### src/rtl/snake_defs.sv
// Shared definitions for the snake frame loader.
//  - Default geometry of the snake body RAM and of the block coordinates.
//  - VGA vertical timing used to find the blanking window.
//  - Loader FSM state encoding.
//  - Bit positions of the one-hot direction vector {up,down,left,right}.
package snake_defs;

   localparam int PIXEL_DISPLAY_BIT = 9;
   localparam int SNAKE_LENGTH_BIT  = 4;
   localparam int SNAKE_LENGTH_MAX  = 16;
   localparam int COORD_BIT         = 7;
   localparam int V_VISIBLE         = 480;
   localparam int V_TOTAL           = 525;

   localparam int DIR_UP    = 3;
   localparam int DIR_DOWN  = 2;
   localparam int DIR_LEFT  = 1;
   localparam int DIR_RIGHT = 0;

   typedef enum logic [1:0] {
      IDLE = 2'd0,
      SNAP = 2'd1,
      LOAD = 2'd2,
      DONE = 2'd3
   } load_state_t;

endpackage

### src/rtl/snake_read_pipe.sv
// Two-stage read alignment for the snake body RAM.
//  The RAM answers one cycle after an address is issued. Stage p0 carries the
//  issued index/valid/last flag alongside that latency; stage p1 registers the
//  returned coordinates together with their index so that body_count and the
//  coordinates always change on the same clock edge.
// Ports:
//  clock_25, reset          pixel clock, asynchronous active-low reset
//  issue_vld/idx/last       address issued this cycle, its index, last-segment flag
//  rd_x, rd_y               RAM data (valid one cycle after issue)
//  vld_p1, last_p1          a segment was presented this cycle / it was the last one
//  body_count, body_x/_y    presented segment index and coordinates (held when idle)
module snake_read_pipe #(
   parameter int IDX_W  = 4,
   parameter int DATA_W = 7
) (
   input  logic              clock_25,
   input  logic              reset,
   input  logic              issue_vld,
   input  logic              issue_last,
   input  logic [IDX_W-1:0]  issue_idx,
   input  logic [DATA_W-1:0] rd_x,
   input  logic [DATA_W-1:0] rd_y,
   output logic              vld_p1,
   output logic              last_p1,
   output logic [IDX_W-1:0]  body_count,
   output logic [DATA_W-1:0] body_x,
   output logic [DATA_W-1:0] body_y
);

   logic             vld_p0;
   logic             last_p0;
   logic [IDX_W-1:0] idx_p0;

   // Stage p0: index travels while the RAM performs its read
   always_ff @(posedge clock_25 or negedge reset) begin
      if (!reset) begin
         vld_p0  <= 1'b0;
         last_p0 <= 1'b0;
         idx_p0  <= '0;
      end else begin
         vld_p0  <= issue_vld;
         last_p0 <= issue_vld & issue_last;
         idx_p0  <= issue_idx;
      end
   end

   // Stage p1: index and returned data are registered together
   always_ff @(posedge clock_25 or negedge reset) begin
      if (!reset) begin
         vld_p1     <= 1'b0;
         last_p1    <= 1'b0;
         body_count <= '0;
         body_x     <= '0;
         body_y     <= '0;
      end else begin
         vld_p1  <= vld_p0;
         last_p1 <= vld_p0 & last_p0;
         if (vld_p0) begin
            body_count <= idx_p0;
            body_x     <= rd_x;
            body_y     <= rd_y;
         end
      end
   end

endmodule

### src/rtl/snake_frame_loader.sv
// Copies the game-logic snake state into the renderer once per frame, during
// vertical blanking, so the visible area never shows a half-updated snake.
// Ports:
//  clock_25, reset                 pixel clock, asynchronous active-low reset
//  X, Y                            VGA screen counters (only Y matters here)
//  move_done                       pulse from game logic: state updated
//  len_in, head_*_in, fruit_*_in,
//  dir_in                          game state to snapshot ({up,down,left,right})
//  rd_addr / rd_x, rd_y            body RAM read port (one-cycle latency)
//  logic_lock                      game logic must hold still while high
//  body_count, snake_body_x/_y     streamed body segments for the renderer
//  snake_head_*, fruit_*,
//  snake_length, up/down/left/right  per-frame snapshots
//  frame_loaded                    one-cycle pulse when the copy is complete
module snake_frame_loader
   import snake_defs::*;
#(
   parameter int PIXEL_DISPLAY_BIT = snake_defs::PIXEL_DISPLAY_BIT,
   parameter int SNAKE_LENGTH_BIT  = snake_defs::SNAKE_LENGTH_BIT,
   parameter int SNAKE_LENGTH_MAX  = snake_defs::SNAKE_LENGTH_MAX,
   parameter int COORD_BIT         = snake_defs::COORD_BIT,
   parameter int V_VISIBLE         = snake_defs::V_VISIBLE,
   parameter int V_TOTAL           = snake_defs::V_TOTAL
) (
   input  logic                        clock_25,
   input  logic                        reset,
   input  logic [PIXEL_DISPLAY_BIT:0]  X,
   input  logic [PIXEL_DISPLAY_BIT:0]  Y,
   input  logic                        move_done,
   input  logic [SNAKE_LENGTH_BIT-1:0] len_in,
   input  logic [COORD_BIT-1:0]        head_x_in,
   input  logic [COORD_BIT-1:0]        head_y_in,
   input  logic [COORD_BIT-1:0]        fruit_x_in,
   input  logic [COORD_BIT-1:0]        fruit_y_in,
   input  logic [3:0]                  dir_in,
   output logic [SNAKE_LENGTH_BIT-1:0] rd_addr,
   input  logic [COORD_BIT-1:0]        rd_x,
   input  logic [COORD_BIT-1:0]        rd_y,
   output logic                        logic_lock,
   output logic [SNAKE_LENGTH_BIT-1:0] body_count,
   output logic [COORD_BIT-1:0]        snake_body_x,
   output logic [COORD_BIT-1:0]        snake_body_y,
   output logic [COORD_BIT-1:0]        snake_head_x,
   output logic [COORD_BIT-1:0]        snake_head_y,
   output logic [COORD_BIT-1:0]        fruit_x,
   output logic [COORD_BIT-1:0]        fruit_y,
   output logic [SNAKE_LENGTH_BIT-1:0] snake_length,
   output logic                        up,
   output logic                        down,
   output logic                        left,
   output logic                        right,
   output logic                        frame_loaded
);

   // Lengths beyond the RAM depth are clamped; compared in int so that a
   // build where SNAKE_LENGTH_MAX does not fit the field never clamps.
   function automatic logic [SNAKE_LENGTH_BIT-1:0] sat_len(input logic [SNAKE_LENGTH_BIT-1:0] l);
      if (int'(l) > SNAKE_LENGTH_MAX)
         return SNAKE_LENGTH_BIT'(SNAKE_LENGTH_MAX);
      return l;
   endfunction

   load_state_t                 state, state_next;
   logic                        pending;
   logic                        copied_this_blank;
   logic                        issue_done;
   logic                        issue_vld;
   logic                        issue_last;
   logic                        vld_p1;
   logic                        last_p1;
   logic                        vblank;
   logic [SNAKE_LENGTH_BIT-1:0] len_sat;
   logic [SNAKE_LENGTH_BIT-1:0] last_idx;
   logic                        unused_x;

   assign unused_x = ^X;

   // Last blanking line excluded so a copy always finishes before line 0.
   assign vblank   = (int'(Y) >= V_VISIBLE) && (int'(Y) < V_TOTAL - 1);
   assign len_sat  = sat_len(len_in);
   assign last_idx = snake_length - SNAKE_LENGTH_BIT'(1);

   assign issue_vld  = (state == LOAD) && !issue_done;
   assign issue_last = (rd_addr == last_idx);

   always_ff @(posedge clock_25 or negedge reset) begin
      if (!reset) state <= IDLE;
      else        state <= state_next;
   end

   // copied_this_blank limits the loader to one copy per blanking interval;
   // a move_done seen during a copy is served in the next frame.
   always_comb begin
      state_next   = state;
      logic_lock   = (state != IDLE);
      frame_loaded = (state == DONE);
      case (state)
         IDLE: if (pending && vblank && !copied_this_blank) state_next = SNAP;
         SNAP: state_next = (len_sat == '0) ? DONE : LOAD;
         LOAD: if (vld_p1 && last_p1) state_next = DONE;
         DONE: state_next = IDLE;
         default: state_next = IDLE;
      endcase
   end

   always_ff @(posedge clock_25 or negedge reset) begin
      if (!reset) begin
         pending           <= 1'b0;
         copied_this_blank <= 1'b0;
         issue_done        <= 1'b0;
         rd_addr           <= '0;
         snake_head_x      <= '0;
         snake_head_y      <= '0;
         fruit_x           <= '0;
         fruit_y           <= '0;
         snake_length      <= '0;
         up                <= 1'b0;
         down              <= 1'b0;
         left              <= 1'b0;
         right             <= 1'b0;
      end else begin
         // A pulse coinciding with the start of a copy is covered by that copy.
         if (state == IDLE && state_next == SNAP) pending <= 1'b0;
         else if (move_done)                      pending <= 1'b1;

         if (!vblank)            copied_this_blank <= 1'b0;
         else if (state == DONE) copied_this_blank <= 1'b1;

         case (state)
            SNAP: begin
               snake_head_x <= head_x_in;
               snake_head_y <= head_y_in;
               fruit_x      <= fruit_x_in;
               fruit_y      <= fruit_y_in;
               snake_length <= len_sat;
               up           <= dir_in[DIR_UP];
               down         <= dir_in[DIR_DOWN];
               left         <= dir_in[DIR_LEFT];
               right        <= dir_in[DIR_RIGHT];
               rd_addr      <= '0;
               issue_done   <= 1'b0;
            end
            LOAD: begin
               // Address stops at len-1 and holds; never wraps.
               if (issue_vld) begin
                  if (issue_last) issue_done <= 1'b1;
                  else            rd_addr    <= rd_addr + SNAKE_LENGTH_BIT'(1);
               end
            end
            default: ;
         endcase
      end
   end

   snake_read_pipe #(
      .IDX_W  (SNAKE_LENGTH_BIT),
      .DATA_W (COORD_BIT)
   ) u_read_pipe (
      .clock_25   (clock_25),
      .reset      (reset),
      .issue_vld  (issue_vld),
      .issue_last (issue_last),
      .issue_idx  (rd_addr),
      .rd_x       (rd_x),
      .rd_y       (rd_y),
      .vld_p1     (vld_p1),
      .last_p1    (last_p1),
      .body_count (body_count),
      .body_x     (snake_body_x),
      .body_y     (snake_body_y)
   );

endmodule

### config.mk
export PLATFORM = sky130hd
export DESIGN_NAME = snake_frame_loader
export DESIGN_NICKNAME = d
export VERILOG_FILES = /design/src/rtl/snake_defs.sv /design/src/rtl/snake_read_pipe.sv /design/src/rtl/snake_frame_loader.sv
export SDC_FILE = /design/constraint.sdc
export NUM_CORES = 1
export LEC_CHECK = 0
export CAP_MARGIN = 20
export CORE_UTILIZATION = 55
export CTS_CLUSTER_SIZE = 14
export DETAILED_ROUTE_END_ITERATION = 16
export DONT_BUFFER_PORTS = 1
export GPL_ROUTABILITY_DRIVEN = 0
export PLACE_DENSITY = 0.7
export SETUP_SLACK_MARGIN = 0.02
export SLEW_MARGIN = 10
export SYNTH_ARGS = -nofsm -noshare
export SYNTH_HDL_FRONTEND = slang
export SYNTH_HIERARCHICAL = 1
export SYNTH_SLANG_ARGS = --single-unit
### constraint.sdc
create_clock -name clock_25 -period 3.6 [get_ports clock_25]
set_clock_uncertainty 0.1 [all_clocks]
set_input_delay 0.36 -clock clock_25 [delete_from_list [all_inputs] [get_ports clock_25]]
set_output_delay 0.36 -clock clock_25 [all_outputs]
set_load 0.02 [all_outputs]
==> impl_results.md <==
* Outcome: completed
* Final Cell Area at 3234 um^2
* Worst EP required at 3.70 ns
* Port Buf Inserts at 0
* Drt total wl at 5.220 mm
* Core Util, Final at 62.93%
* Sequential fraction of the synthesis area at 60.14%
* Final period demand of the worst path at 2.147 ns
* First-pass GRT wire length at 7.659 mm
* LEAKAGE at 0.001429 uW
* DR vias at 1615
* Syn Inst Count at 204
* Worst min path class: in2reg
* Crit share post-route at 59.65%
* Antenna Violating Nets Remaining at 0
* Die area at 5668 um^2
* Maxcap violations at 0
* Clock Path Buffers at 2
* Vias in the first global route at 1808
* GR Util All Layers at 18.50%
* Mapped Nets at 284
* Setup CP Type: reg2reg
* Setup violations, final at 0
* Fmax at 465.7 MHz
* IO Pins at 133
* Ratio of cells with drive above 1 in the final layout at 34.11%
* Post-synthesis instance area at 2954 um^2
* Syn. warnings at 6
* Post-DR wirelength/cell at 18.38 um
* DP Area at 2988 um^2
* Maximum fanout along the worst path at 41
* Commonest non-fill, non-tap cell in the layout: dfrtp_1
* Slew Limit Fails at 0
* Detailed placement HPWL at 3.701 mm
* Avg Inst Size Synth at 14.48 um^2
* Clk sinks at 71
* Initial Utilization at 57.47%
* Initial antenna violation count at 0
* Clock transition at path regs at 0.06 ns
* Unrepaired setup endpoints after global routing: no
* Final hold vios at 0
* Largest net degree at the start of global routing at 72
* CTS tree: yes
* Number of antenna diodes at 0
* Final setup TNS at 0 ns
* Overflow after GRT at 0
* Vias per cell at 5.687
* Worst skew pair latency at 0.32 ns
* Post-synthesis cell type count at 37
* Rel. slew slack at 38.64%
* Power per standard cell area at 1092 nW/um^2
* Final setup margin at 1.453 ns
* Root buf cell: clkbuf_8
* Inst Count DP at 266
* Residual DRC count at 0
* Cell Count, Final, Fillers Out at 284
* Die W at 75.29 um
* Startpoint Class: flip-flop
* Pre-CTS setup slack at 1.444 ns
* Nets@finish at 289
* H-tree Lvls at 3
* Worst setup EP type: flip-flop
* Most frequent cells in the layout: 71 x dfrtp_1, 43 x mux2_2, 12 x clkbuf_8
* CTS buffer count at 9
* Max VDD drop at 0.5591 mV
* Yosys reg bits at 71
* WP data arrival at 2.25 ns
* DR iter-0 viols at 52
* Slew @ Worst Pin at 0.9205 ns
* CORE AREA at 5140 um^2
* Die H at 75.29 um
* Area Overhead vs Synth at 9.487%
* First-pass detailed-route iteration total at 4
* Postcts setup bufs at 0
* Row count at 26
[routing by layer]
metal	global-route usage, %	share of wire (%)	vias to the layer above
li1	-	-	718
met1	18.83	37	821
met2	34.23	54	71
met3	5.221	7.7	5
met4	9.671	0.86	0
met5	0	0	-
[cell type report]
cell class | instances | area (um^2)
clock buffer | 13 | 168.9
clock inverter | 3 | 40.04
tap | 70 | 87.58
multi-input combinational | 117 | 1094
sequential | 71 | 1777
fill | 420 | 1906
inverter | 8 | 30.03
timing repair buffer | 2 | 37.54
[where the power goes]
group	switching, uW	total (uW)	internal [uW]
Sequential	744	1920	1180
Combinational	414	976	562
Clock	261	636	375
Total	1420	3530	2110
[worst max-delay path: stages, from the launching register on]
cell and delay (ns):
dfrtp_1 0.40, inv_1 0.11, ha_2 0.77, a221oi_1 0.23, o32a_1 0.39
[stage by stage]
| step | hold slack (ns) | total power [uW] |
|---|---|---|
| floorplan | -0.03559 | 2703 |
| global placement | -0.03421 | 2812 |
| detailed placement | -0.03406 | 2902 |
| CTS | 0.04656 | 3572 |
| global route | 0.06289 | 3733 |
| finish | 0.06822 | 3533 |
[cell families after synthesis]
| kind of cell | count (synthesis) | share of synthesized area, % |
|---|---|---|
| adder cells (fa/ha/maj) | 7 | 2.965 |
| XOR/XNOR | 6 | 2.245 |
| buffers and inverters | 16 | 2.923 |
| AND/OR/NAND/NOR | 33 | 6.142 |
| flip-flops | 71 | 60.14 |
| multiplexers | 53 | 21.30 |
| AO/OA/AOI/OAI | 18 | 4.278 |
[repair_timing]
action                                 CTS  global route
gates resized for setup                  0             0
setup endpoints to repair                0             0
endpoints found under the hold margin   71             0
hold buffers                             2             0
[synth_stat cells]
library cell  count  share of area, %
xnor3_1           1              0.76
nand2b_1          1              0.21
o211ai_1          4               1.0
dfrtp_1          71                60
a21oi_1           3              0.51
nor2_1            5              0.64
clkbuf_1          2              0.25
inv_1             8               1.0
nor2b_1           1              0.21
buf_1             2              0.25
xnor2_1           2              0.59
buf_6             1              0.38
o32a_1            1              0.34
o311a_1           1              0.34
nand2_1          11               1.4
buf_2             2              0.34
a221oi_1          1              0.30
ha_1              7               3.0
mux2i_1           1              0.34
xor2_1            3              0.89
and3_4            1              0.38
o21ai_0           5              0.85
nor3_1            1              0.17
a211oi_2          1              0.42
mux2_4            9               4.6
buf_12            1              0.68
mux2_2           43                16
nor4_1            1              0.21
nor4b_2           1              0.51
and2_2            1              0.25
a211oi_1          1              0.25
nand3_1           4              0.68
a22oi_1           1              0.25
nor3b_1           2              0.51
and4b_1           1              0.34
and3_1            2              0.42
and2_1            1              0.21
[flip-flops by register name, indices dropped and copies added (netlist names), 2 cells and up]
| name | flops |
|---|---|
| fruit_x | 7 |
| fruit_y | 7 |
| snake_head_x | 7 |
| snake_head_y | 7 |
| u_read_pipe/body_x | 7 |
| u_read_pipe/body_y | 7 |
| rd_addr | 4 |
| snake_length | 4 |
| u_read_pipe/body_count | 4 |
| u_read_pipe/idx_p0 | 4 |
| state | 2 |
[final timing paths]
check | to | startpoint | slack, ns | cells past startpoint
worst max-delay path | pending | state[1] | 1.45 | 4
max in group asynchronous | u_read_pipe/body_y[0] | reset | 2.63 | 2
worst max register to register | pending | state[1] | 1.45 | 4
worst min register to register | u_read_pipe/last_p1 | u_read_pipe/last_p0 | 0.38 | 1
worst min-delay path | snake_length[1] | len_in[1] | 0.07 | 2
min in group asynchronous | u_read_pipe/body_x[6] | reset | 0.49 | 2
No activity file was read; power rests on OpenSTA's default activity.
